<file path="src/rtl/hysteresis_counter_table.sv">
// -----------------------------------------------------------------------------
// hysteresis_counter_table
//
// A table of DEPTH independent hysteresis saturating counters. All entries share
// one update datapath. The table has a registered lookup port and a sequenced
// flush engine that rewrites every entry to RESET_VALUE, one entry per cycle.
//
// Counter rule: an increment from HALF_LOW jumps to HALF_HIGH+COERCIVITY, and a
// decrement from HALF_HIGH jumps to HALF_LOW-COERCIVITY. Every other step moves
// by one. A counter saturates at 0 and at RANGE-1.
//
// Ports:
//   clock            sole clock, rising edge
//   resetn           asynchronous active-low reset
//   lookup_enable    sample lookup_index this cycle
//   lookup_index     entry to read
//   lookup_valid     lookup_count/lookup_taken valid (1 cycle after enable)
//   lookup_count     registered entry value (holds while no lookup)
//   lookup_taken     lookup_count >= HALF_HIGH
//   update_valid     update request
//   update_ready     update can be accepted (low while flushing)
//   update_index     entry to train
//   update_increment increment the entry
//   update_decrement decrement the entry
//   flush_request    start a table flush (sampled in IDLE only)
//   flush_busy       flush in progress
//   flush_done       one-cycle pulse in the first IDLE cycle after a flush
// -----------------------------------------------------------------------------
module hysteresis_counter_table #(
  parameter int DEPTH       = 16,
  parameter int RANGE       = 4,
  parameter int RESET_VALUE = 0,
  parameter int COERCIVITY  = 1
) (
  input  logic                         clock,
  input  logic                         resetn,
  input  logic                         lookup_enable,
  input  logic [$clog2(DEPTH)-1:0]     lookup_index,
  output logic                         lookup_valid,
  output logic [$clog2(RANGE)-1:0]     lookup_count,
  output logic                         lookup_taken,
  input  logic                         update_valid,
  output logic                         update_ready,
  input  logic [$clog2(DEPTH)-1:0]     update_index,
  input  logic                         update_increment,
  input  logic                         update_decrement,
  input  logic                         flush_request,
  output logic                         flush_busy,
  output logic                         flush_done
);

  localparam int WIDTH       = $clog2(RANGE);
  localparam int INDEX_WIDTH = $clog2(DEPTH);
  localparam int HALF_LOW    = RANGE / 2 - 1;
  localparam int HALF_HIGH   = RANGE / 2;

  localparam logic [WIDTH-1:0]       RESET_COUNT = WIDTH'(RESET_VALUE);
  localparam logic [WIDTH-1:0]       MAX_COUNT   = WIDTH'(RANGE - 1);
  localparam logic [WIDTH-1:0]       LOW_COUNT   = WIDTH'(HALF_LOW);
  localparam logic [WIDTH-1:0]       HIGH_COUNT  = WIDTH'(HALF_HIGH);
  localparam logic [WIDTH-1:0]       JUMP_UP     = WIDTH'(HALF_HIGH + COERCIVITY);
  localparam logic [WIDTH-1:0]       JUMP_DOWN   = WIDTH'(HALF_LOW - COERCIVITY);
  localparam logic [INDEX_WIDTH-1:0] LAST_INDEX  = INDEX_WIDTH'(DEPTH - 1);

  // Elaboration-time parameter check.
  if ((DEPTH < 2) || ((DEPTH & (DEPTH - 1)) != 0) ||
      (RANGE < 4) || ((RANGE % 2) != 0) ||
      (RESET_VALUE < 0) || (RESET_VALUE >= RANGE) ||
      (COERCIVITY < 0) || (COERCIVITY > HALF_LOW)) begin : g_bad_params
    $error("hysteresis_counter_table: invalid parameter set");
  end

  typedef enum logic {
    IDLE  = 1'b0,
    FLUSH = 1'b1
  } state_t;

  state_t                 state_reg, state_next;
  logic [INDEX_WIDTH-1:0] flush_ptr_reg, flush_ptr_next;
  logic                   flush_done_reg, flush_done_next;

  logic [WIDTH-1:0]       entry_reg [DEPTH];
  logic [DEPTH-1:0]       entry_we;
  logic [WIDTH-1:0]       entry_wdata;

  logic [WIDTH-1:0]       update_current;
  logic [WIDTH-1:0]       update_value_next;
  logic                   update_fire;
  logic                   flush_write;

  logic                   lookup_valid_reg;
  logic [WIDTH-1:0]       lookup_count_reg;

  // ---------------------------------------------------------------------------
  // Flush sequencer
  // ---------------------------------------------------------------------------
  always_ff @(posedge clock or negedge resetn) begin
    if (!resetn) begin
      state_reg      <= IDLE;
      flush_ptr_reg  <= '0;
      flush_done_reg <= 1'b0;
    end else begin
      state_reg      <= state_next;
      flush_ptr_reg  <= flush_ptr_next;
      flush_done_reg <= flush_done_next;
    end
  end

  always_comb begin
    state_next      = state_reg;
    flush_ptr_next  = flush_ptr_reg;
    flush_done_next = 1'b0;
    flush_write     = 1'b0;
    update_ready    = 1'b0;
    flush_busy      = 1'b0;
    case (state_reg)
      IDLE: begin
        update_ready = 1'b1;
        if (flush_request) begin
          state_next     = FLUSH;
          flush_ptr_next = '0;
        end
      end
      FLUSH: begin
        // flush_request is deliberately ignored here: no restart, no queueing.
        flush_busy     = 1'b1;
        flush_write    = 1'b1;
        flush_ptr_next = flush_ptr_reg + 1'b1;
        if (flush_ptr_reg == LAST_INDEX) begin
          state_next      = IDLE;
          flush_ptr_next  = '0;
          flush_done_next = 1'b1;
        end
      end
      default: begin
        state_next = IDLE;
      end
    endcase
  end

  assign flush_done  = flush_done_reg;
  assign update_fire = update_valid && update_ready;

  // ---------------------------------------------------------------------------
  // Shared update datapath (next-value rule)
  // ---------------------------------------------------------------------------
  assign update_current = entry_reg[update_index];

  always_comb begin
    update_value_next = update_current;
    if (update_increment && !update_decrement) begin
      if (update_current != MAX_COUNT) begin
        update_value_next = (update_current == LOW_COUNT) ? JUMP_UP
                                                          : update_current + 1'b1;
      end
    end else if (update_decrement && !update_increment) begin
      if (update_current != '0) begin
        update_value_next = (update_current == HIGH_COUNT) ? JUMP_DOWN
                                                           : update_current - 1'b1;
      end
    end
  end

  // Updates and flush writes never coincide: updates are accepted only in IDLE
  // and flush writes happen only in FLUSH.
  assign entry_wdata = flush_write ? RESET_COUNT : update_value_next;

  for (genvar gi = 0; gi < DEPTH; gi++) begin : g_entry_we
    assign entry_we[gi] =
        (flush_write && (flush_ptr_reg == INDEX_WIDTH'(gi))) ||
        (update_fire && (update_index == INDEX_WIDTH'(gi)));
  end

  // The entries use asynchronous reset, so a reset in the middle of a flush
  // still leaves every entry at RESET_VALUE.
  always_ff @(posedge clock or negedge resetn) begin
    if (!resetn) begin
      for (int i = 0; i < DEPTH; i++) begin
        entry_reg[i] <= RESET_COUNT;
      end
    end else begin
      for (int i = 0; i < DEPTH; i++) begin
        if (entry_we[i]) begin
          entry_reg[i] <= entry_wdata;
        end
      end
    end
  end

  // ---------------------------------------------------------------------------
  // Lookup port: reads the array before the same-edge write lands, so a
  // same-cycle lookup and update to one index returns the pre-update value.
  // ---------------------------------------------------------------------------
  always_ff @(posedge clock or negedge resetn) begin
    if (!resetn) begin
      lookup_valid_reg <= 1'b0;
      lookup_count_reg <= RESET_COUNT;
    end else begin
      lookup_valid_reg <= lookup_enable;
      if (lookup_enable) begin
        lookup_count_reg <= entry_reg[lookup_index];
      end
    end
  end

  assign lookup_valid = lookup_valid_reg;
  assign lookup_count = lookup_count_reg;
  assign lookup_taken = (lookup_count_reg >= HIGH_COUNT);

endmodule
</file>
<file path="config.mk">
export PLATFORM = sky130hd
export DESIGN_NAME = hysteresis_counter_table
export DESIGN_NICKNAME = d
export VERILOG_FILES = /design/src/rtl/hysteresis_counter_table.sv
export SDC_FILE = /design/constraint.sdc
export NUM_CORES = 1
export LEC_CHECK = 0
export ABC_AREA = 1
export CAP_MARGIN = 40
export CELL_PAD_IN_SITES_DETAIL_PLACEMENT = 1
export CELL_PAD_IN_SITES_GLOBAL_PLACEMENT = 2
export CORE_ASPECT_RATIO = 1.4
export CORE_MARGIN = 2
export CORE_UTILIZATION = 30
export DETAILED_ROUTE_END_ITERATION = 10
export HOLD_SLACK_MARGIN = 0.15
export MAX_ROUTING_LAYER = met4
export PLACE_DENSITY = 0.73
export SKIP_LAST_GASP = 1
export SYNTH_ARGS = -nofsm -noshare
export SYNTH_HDL_FRONTEND = slang
export SYNTH_SLANG_ARGS = --single-unit
</file>
<file path="constraint.sdc">
create_clock -name clock -period 1.7 [get_ports clock]
set_input_delay 0.255 -clock clock [delete_from_list [all_inputs] [get_ports clock]]
set_output_delay 0.255 -clock clock [all_outputs]
set_load 0.01 [all_outputs]
</file>
==> results by group <==
Run status
  • Status: finished clean

Worst setup path
  • Critical Path, Cell by Cell: inv_2 > clkdlybuf4s50_1
  • CP delay by family, top: buffers and inverters
  • Worst EP required: 1.44 ns
  • CP Launch Type: flop
  • WP depth: 2
  • Setup CP Type: reg2out
  • CP arrival: 1.36 ns
  • Worst path max stage delay: 0.53 ns
  • CP endpoint kind: output port
  • CP bufs+invs: 2
  • Reg2Reg Depth: 8
  • Crit-path max FO: 7
  • Crit path max-delay cell type: clkdlybuf4s50_1

Cells and area
  • Post-route cell area: 0.003556 sq mm
  • Max reg flops: 32
  • Syn-to-layout area delta: 32.37%
  • Fin util: 41.07%
  • Fillers: 1105
  • Antenna diodes: 0
  • Layout cells sized above 1: 23.44%
  • Fin cells: 553
  • Nets: 467

Placed design
  • Area of placed instances: 0.003347 sq mm
  • Final GP Congestion: 0.7982
  • Port Buffer Count: 21
  • Placed cells: 541
  • Hpwl dp: 7482 um

Global routing
  • First-pass GRT wire length: 15440 um
  • Total track usage: 21.32%
  • Initial antenna violation count: 0
  • Number of global-route vias before repair: 2850
  • Remaining Overflow, GRT: 0
  • Largest net degree at the start of global routing: 24

Logic synthesis
  • Share of synthesized cell area in full adder, half adder and majority cells: 1.863%
  • Ys async rst share: 100.0%
  • Largest family of logic cells by synthesized area: simple AND/OR/NAND/NOR gates
  • Gate Count Post-Synth: 376
  • #FFs+latches synth: 41
  • Post-Synth Simple-Gate Area: 38.43%
  • Post-synthesis cell type count: 31
  • Synth warn: 0
  • Net Count, Synth: 395
  • Number of enable flip-flop cells after synthesis: 0
  • Synth Area in Compound Gates: 12.62%
  • Top-count cell post-synth: nand2_1
  • Sequential cell area fraction in the yosys report: 38.19%
  • Cell Area, Synth: 0.002686 sq mm
  • Commonest cells post-synth: 143 x nand2_1, 41 x dfrtp_1, 34 x inv_1
  • Largest cells by area after synthesis: dfrtp_1 38%, nand2_1 20%, nand3_1 6.0%
  • Dominant synthesized flop cell: dfrtp_1
  • Post-synth top area cell: dfrtp_1
  • Avg Cell Area, Syn: 7.144 sq um
  • Post-synth top area share: 38.19%
  • Post-synthesis mux area share: 0%
  • Synth Area in XOR/XNOR: 0.3260%

Detailed routing
  • Via count: 2740
  • Vias/cell: 4.955
  • Starting DRT DRC Count: 122
  • Final wirelength: 9662 um
  • Drc violations: 0
  • Post-route ant nets: 0
  • Wire per inst: 17.47 um
  • DRT Pass-1 Iters: 4

Clock tree
  • Maximum root-to-sink buffer count: 2
  • Reg clk slew, reported paths: 0.06 ns
  • Worst skew pair latency: 0.29 ns
  • Sink Count: 41
  • Cts bufs inserted: 5
  • Clk root buf: clkbuf_16
  • TritonCTS clock tree: built
  • H-tree Lvls: 2

Die
  • Core area: 0.008658 sq mm
  • # IOs: 22
  • Die extent in y: 116.0 um
  • Die area: 0.009738 sq mm
  • Die width: 83.98 um
  • # rows: 40
  • Initial Utilization: 31.03%

Power and ir drop
  • Pwr per Cell Area: 1145 mW/mm^2
  • Peak VDD IR: 0.0004826 V
  • P_leak: 1.810 nW

STA
  • Worst-margin pin slew: 0.5842 ns
  • RSZ-0062 raised after global routing: yes
  • Final Max Tran Viols: 0
  • Hold Fails Final Rpt: 0
  • Tmin final: 1.610 ns
  • Slew HR: 61.05%
  • Period utilisation layout: 94.73%
  • Clk_skew: 0.004715 ns
  • Max Clk Rate: 620.9 MHz
  • Setup violators final: 0

Hold path
  • Worst Hold Class: in2async

Run
  • MaxCap Viol Count: 0
through the flow:
step	setup slack, ns	setup TNS, ns	total power, mW	hold WS [ns]
2_1_floorplan	0.2424	0	2.372	-0.04059
3_3_place_gp	-0.6600	-19.45	3.024	0.2860
3_5_place_dp	-0.6601	-19.68	3.056	0.2988
4_1_cts	0.01283	0	4.057	0.5150
5_1_grt	-0.005618	-0.01241	4.357	0.5342
6_report	0.08953	0	4.071	0.4980
metal layers:
layer | vias to the layer above | GRT usage (%) | share of wire (%)
met3 | 9 | 2.707 | 3.1
li1 | 1362 | - | -
met5 | - | - | 0
met2 | 50 | 37.39 | 52
met4 | 0 | 6.022 | 1.4
met1 | 1319 | 25.85 | 44
timing repair:
action | in CTS | in global routing
endpoints found under the hold margin | 21 | 0
gates cloned | 0 | 1
resized for setup | 5 | 11
pin swaps | 1 | 3
hold buffers | 1 | 0
endpoints found under the setup margin | 34 | 34
setup buffers | 2 | 1
cells by family (layout without fill, tap and decap cells):
| logic type | Yosys count | in the layout |
|---|---|---|
| AO/OA/AOI/OAI | 51 | 51 |
| XOR/XNOR | 1 | 1 |
| adder cells (fa/ha/maj) | 4 | 4 |
| AND/OR/NAND/NOR | 227 | 228 |
| buffers and inverters | 52 | 123 |
| flip-flops | 41 | 41 |
path summary, 6_finish.rpt:
check / slack [ns] / to / start
min reg2reg: 0.51 / entry_reg[18] / entry_reg[18]
max in group asynchronous: 0.61 / entry_reg[25] / resetn
max: 0.09 / update_ready / state_reg
min: 0.50 / lookup_valid / resetn
max reg2reg: 0.14 / entry_reg[19] / entry_reg[2]
min in group clock: 0.51 / entry_reg[18] / entry_reg[18]
where the power goes:
part	switching, mW	leakage [nW]	internal, mW
Sequential	0.266	0.550	1.21
Clock	0.396	0.0700	0.578
Combinational	0.986	1.19	0.636
Total	1.65	1.81	2.42
placed cells by master, fill, tap and decap left out, drive strengths merged:
cell type / count
o21a: 4
nor2: 22
nand4: 4
nand3: 42
clkbuf: 9
xor2: 1
inv: 40
dlygate4sd3: 1
o21bai: 6
o21ai: 11
o211ai: 4
o221ai: 2
clkdlybuf4s50: 17
a22oi: 1
dfrtp: 41
dlymetal6s2s: 1
ha: 4
nand2: 160
buf: 54
clkinv: 1
a21oi: 3
o22ai: 15
a31oi: 3
a21o: 2
final cells by class:
type | instances | area, sq um | share of cell area [%]
Inverter | 41 | 155.1 | 4.363
Clock buffer | 7 | 142.6 | 4.011
Timing Repair Buffer | 75 | 630.6 | 17.73
Tap cell | 105 | 131.4 | 3.695
Sequential cell | 41 | 1027 | 28.89
Multi-Input combinational cell | 284 | 1469 | 41.31
worst reg2reg max path, cell delays in order (launching register included):
cell     delay (ns)
dfrtp_1        0.43
nand2_1        0.09
nand4_1        0.12
nand2_1        0.09
nand2_1        0.08
nor2_4         0.26
nand2_4        0.18
nand3_2        0.13
nand2_2        0.05
No activity file was read; power rests on OpenSTA's default activity.
